**config.mk**
```make
export PLATFORM = sky130hd
export DESIGN_NAME = result_bcd_converter
export DESIGN_NICKNAME = d
export VERILOG_FILES = /design/src/rtl/result_bcd_converter.sv
export SDC_FILE = /design/constraint.sdc
export NUM_CORES = 1
export LEC_CHECK = 0
export BUFFER_PORTS_ARGS = -buffer_cell sky130_fd_sc_hd__buf_4
export CAP_MARGIN = 5
export CORE_MARGIN = 1
export CORE_UTILIZATION = 53
export DETAILED_ROUTE_END_ITERATION = 16
export PLACE_DENSITY = 0.76
export SLEW_MARGIN = 20
export SYNTH_ARGS = -nofsm -noshare
export SYNTH_HDL_FRONTEND = slang
export SYNTH_SLANG_ARGS = --single-unit
```
**constraint.sdc**
```tcl
create_clock -name clk -period 1.79 [get_ports clk]
set_input_delay 0.358 -clock clk [delete_from_list [all_inputs] [get_ports clk]]
set_output_delay 0.358 -clock clk [all_outputs]
set_load 0.05 [all_outputs]
```
**src/rtl/result_bcd_converter.sv**
```systemverilog
// Sequential shift-and-add-3 binary-to-BCD converter for the display path.
// Optional feature macro: NEG_DISPLAY_EN (two's complement input, sign on neg_out).
module result_bcd_converter #(
  parameter int IN_W       = 28,
  parameter int OUT_DIGITS = 4
) (
  input  logic                    clk,
  input  logic                    reset,
  input  logic                    start_in,
  input  logic [IN_W-1:0]         bin_in,
  output logic                    busy,
  output logic                    done,
  output logic [4*OUT_DIGITS-1:0] bcd_out,
  output logic                    ovf,
  output logic                    neg_out
);

  localparam int FULL_DIGITS = (IN_W * 3) / 10 + 1;
  localparam int BCD_W       = 4 * FULL_DIGITS;
  localparam int OUT_W       = 4 * OUT_DIGITS;
  localparam int CNT_W       = $clog2(IN_W + 1);

  typedef enum logic [1:0] {
    IDLE,
    CONV,
    FIN
  } state_t;

  state_t state, state_nx;

  logic             start_q;
  logic             launch;
  logic             sign;
  logic [IN_W-1:0]  mag;
  logic [IN_W-1:0]  shift_q;
  logic [IN_W-1:0]  shift_nx;
  logic [BCD_W-1:0] bcd_q;
  logic [BCD_W-1:0] bcd_adj;
  logic [BCD_W-1:0] bcd_nx;
  logic [CNT_W-1:0] cnt_q;
  logic             last;
  logic             neg_q;
  logic             neg_r;

  assign launch = start_in & ~start_q;
  assign last   = (cnt_q == CNT_W'(IN_W - 1));

`ifdef NEG_DISPLAY_EN
  assign sign = bin_in[IN_W-1];
  assign mag  = sign ? -bin_in : bin_in;
`else
  assign sign = 1'b0;
  assign mag  = bin_in;
`endif

  // Add 3 to every digit >= 5, then shift the whole BCD:binary pair left.
  always_comb begin
    bcd_adj = bcd_q;
    for (int d = 0; d < FULL_DIGITS; d++) begin
      if (bcd_q[4*d +: 4] >= 4'd5)
        bcd_adj[4*d +: 4] = bcd_q[4*d +: 4] + 4'd3;
    end
    {bcd_nx, shift_nx} = {bcd_adj, shift_q} << 1;
  end

  // State register.
  always_ff @(posedge clk) begin
    if (!reset) state <= IDLE;
    else        state <= state_nx;
  end

  // Next state; busy covers CONV and FIN, done marks the FIN cycle.
  always_comb begin
    state_nx = state;
    busy     = 1'b0;
    done     = 1'b0;
    unique case (state)
      IDLE: begin
        if (launch) state_nx = CONV;
      end
      CONV: begin
        busy = 1'b1;
        if (last) state_nx = FIN;
      end
      FIN: begin
        busy     = 1'b1;
        done     = 1'b1;
        state_nx = IDLE;
      end
      default: state_nx = IDLE;
    endcase
  end

  // Datapath: launch capture, per-bit conversion, result load on the last shift
  // so the outputs are already valid during the done cycle.
  always_ff @(posedge clk) begin
    if (!reset) begin
      start_q <= 1'b0;
      shift_q <= '0;
      bcd_q   <= '0;
      cnt_q   <= '0;
      neg_q   <= 1'b0;
      bcd_out <= '0;
      ovf     <= 1'b0;
      neg_r   <= 1'b0;
    end else begin
      start_q <= start_in;
      if (state == IDLE && launch) begin
        shift_q <= mag;
        bcd_q   <= '0;
        cnt_q   <= '0;
        neg_q   <= sign;
      end else if (state == CONV) begin
        shift_q <= shift_nx;
        bcd_q   <= bcd_nx;
        cnt_q   <= cnt_q + CNT_W'(1);
        if (last) begin
          bcd_out <= bcd_nx[OUT_W-1:0];
          ovf     <= |bcd_nx[BCD_W-1:OUT_W];
          neg_r   <= neg_q;
        end
      end
    end
  end

  assign neg_out = neg_r;

endmodule

```
==> metrics.md, run 1 <==
| Metric | Value |
|---|---|
| Result of the run | `finished clean` |
| Detail Placement HPWL | `6270 um` |
| Remaining global-route overflow | `0` |
| Proportion of layout cells with a drive suffix above 1 | `18.7%` |
| DRT Wirelength | `9210 um` |
| Post-Synth Simple-Gate Area | `16.7%` |
| Weighted congestion at the end of routability-driven global placement | `0.807` |
| Maximum number of pins on one net before global-route repair | `56` |
| Critical path class | `reg -> reg` |
| Leakage component of the power | `2.35 nW` |
| Crit path from | `bcd_q[32]$_SDFFE_PP0P_` |
| Synthesized netlist net count | `556` |
| Final Total Pwr | `3.95 mW` |
| Number of antenna violations at the first check in global routing | `0` |
| Yosys warns | `0` |
| Total die area | `8950 um^2` |
| DRC marker count from the first detailed-route iteration | `224` |
| Vias post-DR | `3,685` |
| Worst hold slack | `235 ps` |
| Placed instance count | `640` |
| Fraction of the mapped netlist area in compound gates | `19.2%` |
| Bufs on Longest Clock Path | `2` |
| Worst clock skew | `8.26 ps` |
| Buffers added on ports | `49` |
| Register-to-Register Setup Slack | `70 ps` |
| Post-Synthesis Cell Area | `4550 um^2` |
| Row count | `33` |
| Non-filler cells in the finished layout | `656` |
| Placeable Area | `8260 um^2` |
| Final hold viol count | `0` |
| Total of endpoints with negative setup slack in the final report | `0` |
| Starting utilization of the core area | `55.0%` |
| Total DRC errors in the routed layout | `0` |
| Average cell area after synthesis | `9.04 um^2` |
| Clock Sink Count | `89` |
| Launch point of the worst reg-to-reg path | `bcd_q[32]$_SDFFE_PP0P_` |
| Cell variety after synth | `48` |
| Final setup TNS | `0 ps` |
| Seq/Total Area, Yosys | `39.2%` |
| Async SR Flop Fraction | `0%` |
| Global-route wire length before repair | `15,200 um` |
| Number of pins exceeding their max-slew limit in the final report | `0` |
| Post-Route Utilization | `64.2%` |
| Layout overhead on the synthesized area | `16.7%` |
| Maximum Capacitance Violations | `0` |
| Number of synthesized flops with an enable pin | `0` |
| Routed vias/inst | `5.62` |
| CP endpoint kind | `flip-flop` |
| Areal power density over the cells | `745 nW/um^2` |
| Hold buffers post-CTS | `0` |
| Max Clock Freq | `581 MHz` |
| Post-synthesis mux area share | `11.5%` |
| Number of diodes added for antenna fixing | `0` |
| Synthesized instance count | `503` |
| Post-layout min period | `1720 ps` |
| Count of buffers added by post-CTS timing repair for setup | `0` |
| Filler Cell Count | `712` |
| Clock slew seen by the registers of the worst setup and hold paths | `80 ps` |
| Largest family of logic cells by synthesized area | `compound AO/OA/AOI/OAI gates` |
| Antenna viol nets, final | `0` |
| Io pins | `51` |
| Most common cell after layout, fill and taps aside | `dfxtp_1` |
| Share of synthesized cell area in full adder, half adder and majority cells | `6.06%` |
| Period Utilization, post-route | `96.2%` |
| Endpoint of the worst register-to-register path | `ovf$_SDFFE_PN0P_` |
| Capturing element of the worst setup path | `ovf$_SDFFE_PN0P_` |
| Number of global-route vias before repair | `3,364` |
| RSZ-0062 raised after global routing | `true` |
| CTS H-tree depth | `3` |
| TritonCTS clock tree | `yes` |
| Length of the first detailed-routing pass in iterations | `4` |
| Worst hold path class | `in -> reg` |
| Kind of launch point of the worst setup path | `flip-flop` |
| Later-pin clock latency in the skew report | `350 ps` |
| VDD IR-drop max | `0.544 mV` |
| Crit-path max FO | `5` |
| Final-stage net count | `599` |
| Data required time of the worst path | `2020 ps` |
| Path depth of the worst reg2reg path | `7` |
| Primary FF master, synth | `dfxtp_1` |
| Area share of xor/xnor cells in the synthesized design | `2.50%` |
| Number of buffers created by CTS | `9` |
| Overall die height | `94.6 um` |
| Detailed-route wire length per cell | `14.0 um` |
| Worst Path Arrival | `1950 ps` |
| Die Wd | `94.6 um` |
| Total track usage | `21.3%` |
| Count of state elements after synthesis | `89` |
| Clock root buffer | `clkbuf_8` |
| Commonest cells after routing, fill and taps aside | `83 x dfxtp_1, 74 x nand2_1, 58 x buf_4` |
## report_power, final
part / internal [mW] / leakage, nW / switching (mW) / total, mW
Sequential: 2.06 / 0.728 / 0.0567 / 2.12
Clock: 0.510 / 0.0831 / 0.720 / 1.23
Combinational: 0.287 / 1.54 / 0.318 / 0.606
## metrics by stage
step / worst slack (ps) / area, um^2
after detailed placement: -79.9 / 5040
after CTS: 8.12 / 5230
final: 68.1 / 5300
after global routing: -31.2 / 5300
after floorplan: 135 / 4550
after global placement: 63.2 / 5040
## flip-flops by register name, summed over array words and instances, names as in the netlist
| name | count |
|---|---|
| bcd_q | 36 |
| shift_q | 28 |
| bcd_out | 16 |
| cnt_q | 5 |
| state | 2 |
| ovf | 1 |
| start_q | 1 |
## cell usage after synthesis (7+ instances only)
cell type   n  share of area, %
nand2b_1   12               1.7
buf_2       8              0.88
nor3b_1    10               1.7
nand2_1    74               6.1
buf_1       8              0.66
nand3_1    14               1.5
nor2_1     37               3.1
a21boi_1    7               1.2
ha_1       22               6.1
inv_1      21               1.7
a211oi_1    7               1.2
xnor2_1    10               1.9
mux2i_1    52                11
dfxtp_1    89                39
o211a_1    34               7.5
o21ai_0    17               1.9
clkbuf_1    9              0.74
a21oi_1    25               2.8
## worst min-delay path by stage
| stage | cells after the start | to | startpoint | slack, ps |
|---|---|---|---|---|
| 2_1_floorplan | 2 | bcd_out[0]$_SDFFE_PN0P_ | shift_q[27]$_SDFFE_PN0P_ | 440 |
| 3_3_place_gp | 2 | bcd_out[1]$_SDFFE_PN0P_ | bcd_out[1]$_SDFFE_PN0P_ | 450 |
| 3_5_place_dp | 2 | bcd_out[13]$_SDFFE_PN0P_ | bcd_out[13]$_SDFFE_PN0P_ | 450 |
| 4_1_cts | 2 | start_q$_SDFF_PN0_ | start_in | 220 |
| 5_1_grt | 2 | shift_q[4]$_SDFFE_PN0P_ | bin_in[4] | 230 |
| 6_report | 2 | start_q$_SDFF_PN0_ | start_in | 240 |
## routing by layer
| metal | GRT usage (%) | wire length, um | vias to the layer above |
|---|---|---|---|
| met5 | 0 | 0 | - |
| met4 | 9.97 | 187 | 0 |
| met3 | 3.62 | 345 | 17 |
| met2 | 35.9 | 4480 | 85 |
| met1 | 26.3 | 4190 | 1729 |
| li1 | - | - | 1854 |
## logic make-up (layout without fill, tap and decap cells)
family                   count (synthesis)  after routing
AND/OR/NAND/NOR                        163            163
flip-flops                              89             89
adder cells (fa/ha/maj)                 22             22
XOR/XNOR                                13             13
multiplexers                            52             52
buffers and inverters                   50             98
other                                    1              1
AO/OA/AOI/OAI                          113            113
## worst max-delay path: stages (launching register included)
cell and delay [ps]:
dfxtp_2 350, inv_1 130, ha_4 190, nand2b_4 60
a2111oi_2 300, a31oi_1 110, a2111oi_2 340, a31oi_1 120
## repair_timing
action                     in CTS  in global routing
pin swaps                       0                  7
resized for setup               7                 19
setup endpoints to repair       1                  3
## layout make-up
| type | count | area (um^2) | share of cell area [%] |
|---|---|---|---|
| Tap cell | 105 | 131 | 2.48 |
| Clock buffer | 10 | 128 | 2.41 |
| Timing Repair Buffer | 61 | 495 | 9.34 |
| Inverter | 21 | 78.8 | 1.49 |
| Sequential cell | 89 | 1800 | 33.9 |
| Multi-Input combinational cell | 364 | 2630 | 49.6 |
| Clock inverter | 6 | 42.5 | 0.802 |
Note: power is estimated with default switching activity, not from simulation.
==> run 2: changes to the inputs <==
--- a/config.mk
+++ b/config.mk
@@ -8,9 +8,10 @@
 export BUFFER_PORTS_ARGS = -buffer_cell sky130_fd_sc_hd__buf_4
 export CAP_MARGIN = 5
 export CORE_MARGIN = 1
-export CORE_UTILIZATION = 53
+export CORE_UTILIZATION = 63
+export CTS_CLUSTER_DIAMETER = 80
 export DETAILED_ROUTE_END_ITERATION = 16
-export PLACE_DENSITY = 0.76
+export PLACE_DENSITY = 0.85
 export SLEW_MARGIN = 20
 export SYNTH_ARGS = -nofsm -noshare
 export SYNTH_HDL_FRONTEND = slang
==> constraint.sdc (replaced) <==
create_clock -name clk -period 2.1 [get_ports clk]
set_input_delay 0.42 -clock clk [delete_from_list [all_inputs] [get_ports clk]]
set_output_delay 0.42 -clock clk [all_outputs]
set_load 0.05 [all_outputs]
==> run 2 against run 1 <==
  * Sequential power decreased by 15%
  * First-iteration DRC count decreased by 33%
  * Clock skew increased by 3.9 ps
  * Die area decreased by 16%
  * Register-to-register slack improved by 120 ps
  * Clock-buffer cell count unchanged
  * Power decreased by 11%
  * Critical path depth unchanged
  * Critical path type unchanged
==> metrics.md, run 2 (synthesized netlist as in run 1, its figures left out) <==
| Metric | Value |
|---|---|
| Data required time of the worst path | `2330 ps` |
| Kind of launch point of the worst setup path | `flip-flop` |
| CTS H-tree depth | `3` |
| Die Wd | `86.9 um` |
| Overall die height | `86.9 um` |
| TritonCTS clock tree | `yes` |
| Routed vias/inst | `5.63` |
| Critical path class | `reg -> reg` |
| Placeable Area | `6870 um^2` |
| Number of buffers created by CTS | `9` |
| Detail Placement HPWL | `6180 um` |
| Most common cell on crit path | `a31oi_1` |
| Clock slew seen by the registers of the worst setup and hold paths | `90 ps` |
| Number of pins exceeding their max-slew limit in the final report | `0` |
| Internal portion of total power | `2.58 mW` |
| Slowest CP cell | `a2111oi_0` |
| Areal power density over the cells | `675 nW/um^2` |
| Number of global-route vias before repair | `3,455` |
| Resize count post-CTS | `0` |
| Total DRC errors in the routed layout | `0` |
| Placed instance count | `627` |
| Worst clock skew | `12.1 ps` |
| Biggest registers after layout | `bcd_q x36, shift_q x28, bcd_out x16` |
| Largest register FFs | `36` |
| Result of the run | `finished clean` |
| Bufs on Longest Clock Path | `2` |
| Row count | `30` |
| Leakage component of the power | `2.34 nW` |
| CP endpoint kind | `flip-flop` |
| DRT Wirelength | `9090 um` |
| Share of total power in combinational logic | `14.2%` |
| Instance area after placement | `5000 um^2` |
| Design Area, Final | `5210 um^2` |
| Register-to-Register Setup Slack | `190 ps` |
| Final-stage net count | `595` |
| Net Sw Frac | `26.5%` |
| Net switching power figure | `932 uW` |
| Weighted congestion at the end of routability-driven global placement | `0.881` |
| Global-route wire length before repair | `15,300 um` |
| Final hold viol count | `0` |
| Worst hold slack | `291 ps` |
| Total of endpoints with negative setup slack in the final report | `0` |
| Layout overhead on the synthesized area | `14.5%` |
| Final setup TNS | `0 ps` |
| Clock root buffer | `clkbuf_8` |
| Clock Sink Count | `89` |
| Antenna viol nets, final | `0` |
| RSZ-0062 raised after global routing | `false` |
| Count of buffers added by post-CTS timing repair for setup | `0` |
| Hold buffers post-CTS | `0` |
| Number of diodes added for antenna fixing | `0` |
| Worst Path Arrival | `2150 ps` |
| Remaining global-route overflow | `0` |
| Non-filler cells in the finished layout | `643` |
| Max Clock Freq | `523 MHz` |
| Worst hold path class | `in -> reg` |
| Starting utilization of the core area | `66.2%` |
| Io pins | `51` |
| Highest cell delay on the worst timing path | `460 ps` |
| Most common cell after layout, fill and taps aside | `dfxtp_1` |
| Maximum Capacitance Violations | `0` |
| Vias post-DR | `3,623` |
| Post-Route Utilization | `75.8%` |
| Length of the first detailed-routing pass in iterations | `4` |
| Total track usage | `25.4%` |
| Buffers added on ports | `49` |
| Commonest cells after routing, fill and taps aside | `89 x dfxtp_1, 74 x nand2_1, 54 x buf_4` |
| Detailed-route wire length per cell | `14.1 um` |
| Total die area | `7560 um^2` |
| Chain of cells forming the critical path | `inv_1, ha_1, nand2b_1, a2111oi_0, a31oi_1, a2111oi_2, a31oi_1` |
| VDD IR-drop max | `0.552 mV` |
| Maximum number of pins on one net before global-route repair | `56` |
| Later-pin clock latency in the skew report | `360 ps` |
| Proportion of layout cells with a drive suffix above 1 | `14.8%` |
| Number of antenna violations at the first check in global routing | `0` |
| DRC marker count from the first detailed-route iteration | `150` |
| Crit-path max FO | `6` |
| Flop pwr share | `51.4%` |
| Clock group share of total power | `34.4%` |
| Biggest register | `bcd_q` |
| Post-layout min period | `1910 ps` |
| Filler Cell Count | `473` |
| Period Utilization, post-route | `91.1%` |
-- run 2: cell count changes in the layout (fill, tap and decap cells not counted), sizes merged --
cell | previous run | this run
buf | 61 | 57
bufinv | 0 | 1
clkinv | 2 | 4
clkinvlp | 2 | 0
inv | 23 | 22
-- run 2: worst max-delay path: cells and delay by family, from the launching register on --
kind,cells,cell delay (ps)
AOI/OAI and AO/OA,4,930
buffers and inverters,1,110
and+or+nand+nor,1,130
adders and majority gates,1,260
DFF,1,370
-- run 2: power by group through the flow --
stage               Sequential (mW)  Combinational, mW  Clock (mW)
floorplan                      1.83              0.373           0
global placement               1.84              0.476           0
detailed placement             1.84              0.496           0
CTS                            1.81              0.501        1.22
global route                   1.81              0.551        1.31
finish                         1.81              0.499        1.21
-- run 2: cell type report --
type / instances / area [um^2] / area share, %
repair buffers: 57 / 465 / 8.94
flip-flops and latches: 89 / 1780 / 34.2
clock inverters: 6 / 66.3 / 1.27
multi-input cells: 364 / 2560 / 49.1
clock buffers: 10 / 138 / 2.64
well taps: 96 / 120 / 2.31
inverters: 21 / 78.8 / 1.51
-- run 2: worst paths after layout --
path                                            endpoint               startpoint  cells past startpoint
worst max-delay path                    ovf$_SDFFE_PN0P_   bcd_q[24]$_SDFFE_PP0P_                      7
worst max register to register          ovf$_SDFFE_PN0P_   bcd_q[24]$_SDFFE_PP0P_                      7
worst min-delay path            shift_q[20]$_SDFFE_PN0P_               bin_in[20]                      2
worst min register to register   bcd_out[1]$_SDFFE_PN0P_  bcd_out[1]$_SDFFE_PN0P_                      2
-- run 2: per-layer routing --
layer  vias up  track usage (%)  wire length, um
li1       1841                -                -
met1      1715             31.5             4260
met2        53             42.4             4430
met3        14             5.88              259
met4         0             10.8              142
met5         -                0                0
-- run 2: stage by stage --
| stage | setup slack [ps] | power [mW] |
|---|---|---|
| after floorplan | 445 | 2.20 |
| after global placement | 359 | 2.32 |
| after detailed placement | 238 | 2.34 |
| after CTS | 213 | 3.53 |
| after global routing | 81.8 | 3.67 |
| final | 187 | 3.51 |
==> run 3: changes to the inputs <==
--- a/config.mk
+++ b/config.mk
@@ -5,12 +5,14 @@
 export SDC_FILE = /design/constraint.sdc
 export NUM_CORES = 1
 export LEC_CHECK = 0
+export ABC_CLOCK_PERIOD_IN_PS = 2100
 export BUFFER_PORTS_ARGS = -buffer_cell sky130_fd_sc_hd__buf_4
 export CAP_MARGIN = 5
 export CORE_MARGIN = 1
 export CORE_UTILIZATION = 63
 export CTS_CLUSTER_DIAMETER = 80
 export DETAILED_ROUTE_END_ITERATION = 16
+export GPL_TIMING_DRIVEN = 0
 export PLACE_DENSITY = 0.85
 export SLEW_MARGIN = 20
 export SYNTH_ARGS = -nofsm -noshare
==> run 3 against run 2 <==
  * Via count up 7.6%
  * Sequential power about the same
  * Worst setup slack worse by 12 ps
  * Global-route usage up 4.0 points
  * Clock power up 9.9%
  * First-iteration DRC count up 55%
==> metrics.md, run 3 (synthesized netlist as in run 1, its figures left out) <==
| Metric | Value |
|---|---|
| Result of the run | `finished clean` |
| Number of global-route vias before repair | `3,762` |
| Data required time of the worst path | `2330 ps` |
| DRC marker count from the first detailed-route iteration | `233` |
| Row count | `30` |
| Io pins | `51` |
| Count of buffer and inverter cells on the critical path | `1` |
| Instance area after placement | `5030 um^2` |
| Areal power density over the cells | `694 nW/um^2` |
| Clock root buffer | `clkbuf_8` |
| Total of endpoints with negative setup slack in the final report | `0` |
| Biggest registers after layout | `bcd_q x36, shift_q x28, bcd_out x16` |
| Maximum number of pins on one net before global-route repair | `16` |
| Number of antenna violations at the first check in global routing | `0` |
| Kind of cell with the highest combined delay on the critical path | `compound AO/OA/AOI/OAI gates` |
| Total die area | `7560 um^2` |
| CTS H-tree depth | `3` |
| Final hold viol count | `0` |
| Count of buffers added by post-CTS timing repair for setup | `0` |
| Slowest CP cell | `a2111oi_0` |
| Number of diodes added for antenna fixing | `0` |
| Number of pins exceeding their max-slew limit in the final report | `0` |
| Layout overhead on the synthesized area | `16.1%` |
| Max Clock Freq | `520 MHz` |
| Endpoint of the worst register-to-register path | `ovf$_SDFFE_PN0P_` |
| Commonest cells after routing, fill and taps aside | `89 x dfxtp_1, 74 x nand2_1, 52 x mux2i_1` |
| Filler Cell Count | `510` |
| Most common cell on crit path | `a31oi_1` |
| Routed vias/inst | `5.87` |
| Destination of the worst hold path | `shift_q[7]$_SDFFE_PN0P_` |
| Die Wd | `86.9 um` |
| Weighted congestion at the end of routability-driven global placement | `0.826` |
| Max-slew headroom at the worst pin | `59.6%` |
| Pre-CTS setup slack | `184 ps` |
| Worst hold path class | `in -> reg` |
| Resize count post-CTS | `0` |
| Final Total Pwr | `3.66 mW` |
| DRT Wirelength | `10,300 um` |
| Launch point of the worst reg-to-reg path | `bcd_q[24]$_SDFFE_PP0P_` |
| Hold buffers post-CTS | `0` |
| Worst clock skew | `8.35 ps` |
| Bufs on Longest Clock Path | `2` |
| Antenna viol nets, final | `0` |
| Period Utilization, post-route | `91.7%` |
| Biggest register | `bcd_q` |
| Placeable Area | `6870 um^2` |
| Critical hold path startpoint | `bin_in[7]` |
| Kind of launch point of the worst setup path | `flip-flop` |
| Detail Placement HPWL | `7240 um` |
| Highest cell delay on the worst timing path | `390 ps` |
| Final setup TNS | `0 ps` |
| Slew @ Worst Pin | `606 ps` |
| Overall die height | `86.9 um` |
| Clock slew seen by the registers of the worst setup and hold paths | `90 ps` |
| Leakage component of the power | `2.38 nW` |
| Vias post-DR | `3,900` |
| Total DRC errors in the routed layout | `0` |
| Starting utilization of the core area | `66.2%` |
| Path depth of the worst reg2reg path | `7` |
| Chain of cells forming the critical path | `inv_1, ha_2, nand2b_1, a2111oi_0, a31oi_1, a2111oi_2, a31oi_1` |
| TritonCTS clock tree | `yes` |
| Footprint of the multi-input gates | `2560 um^2` |
| Remaining global-route overflow | `0` |
| Post-layout worst setup margin | `175 ps` |
| Crit-path max FO | `6` |
| Detailed-route wire length per cell | `15.5 um` |
| Length of the first detailed-routing pass in iterations | `4` |
| Number of buffers created by CTS | `9` |
| Proportion of layout cells with a drive suffix above 1 | `15.7%` |
| Register-to-Register Setup Slack | `180 ps` |
| Final-stage net count | `616` |
| Most common cell after layout, fill and taps aside | `dfxtp_1` |
| Global-route wire length before repair | `17,200 um` |
| Largest register FFs | `36` |
| Maximum Capacitance Violations | `0` |
| RSZ-0062 raised after global routing | `false` |
| Hold-critical path depth | `2` |
| Buffers added on ports | `49` |
| CP endpoint kind | `flip-flop` |
| Critical path class | `reg -> reg` |
| Footprint of the flip-flops and latches | `1780 um^2` |
| Design Area, Final | `5280 um^2` |
| VDD IR-drop max | `0.470 mV` |
| Worst Path Arrival | `2160 ps` |
| Post-layout min period | `1920 ps` |
| Clock Sink Count | `89` |
| Later-pin clock latency in the skew report | `370 ps` |
| Total track usage | `29.5%` |
## run 3: how the worst max path moves through the flow
| stage | start | cells past startpoint | slack [ps] | to |
|---|---|---|---|---|
| after detailed placement | bcd_q[32]$_SDFFE_PP0P_ | 7 | 180 | ovf$_SDFFE_PN0P_ |
| after global routing | bcd_q[32]$_SDFFE_PP0P_ | 7 | 20 | ovf$_SDFFE_PN0P_ |
| after global placement | bcd_q[24]$_SDFFE_PP0P_ | 7 | 230 | ovf$_SDFFE_PN0P_ |
| after CTS | bcd_q[24]$_SDFFE_PP0P_ | 7 | 150 | ovf$_SDFFE_PN0P_ |
| final | bcd_q[24]$_SDFFE_PP0P_ | 7 | 180 | ovf$_SDFFE_PN0P_ |
| after floorplan | bcd_q[33]$_SDFFE_PP0P_ | 7 | 440 | ovf$_SDFFE_PN0P_ |
## run 3: power by group
group / internal (mW) / total, mW / switching (mW)
clock network: 0.707 / 1.33 / 0.627
logic: 0.230 / 0.521 / 0.291
registers: 1.76 / 1.81 / 0.0498
total: 2.69 / 3.66 / 0.968
## run 3: through the flow
step / hold slack [ps] / std cells / util (%)
floorplan: 443 / 503 / -
detailed placement: 450 / 648 / 73.3
CTS: 280 / 664 / 76.6
global placement: 446 / 648 / 73.3
finish: 284 / 664 / 76.8
global route: 280 / 664 / 76.8
## run 3: metal layers
layer,vias up,track usage [%],routed length [um]
met5,-,0,0
met1,1882,36.6,4490
met3,21,4.64,496
met4,0,14.1,214
li1,1892,-,-
met2,105,50.0,5110
## run 3: layout make-up
cell class,count,area share (%)
plain buffers,29,2.70
clock buffers,10,2.61
clock inverters,6,1.71
inverters,21,1.49
multi-input cells,364,48.5
flip-flops and latches,89,33.8
well taps,96,2.28
repair buffers,49,6.97
## run 3: worst reg2reg max path: stages (launching register included)
cell	delay [ps]
dfxtp_1	370
inv_1	130
ha_2	260
nand2b_1	100
a2111oi_0	390
a31oi_1	130
a2111oi_2	290
a31oi_1	130
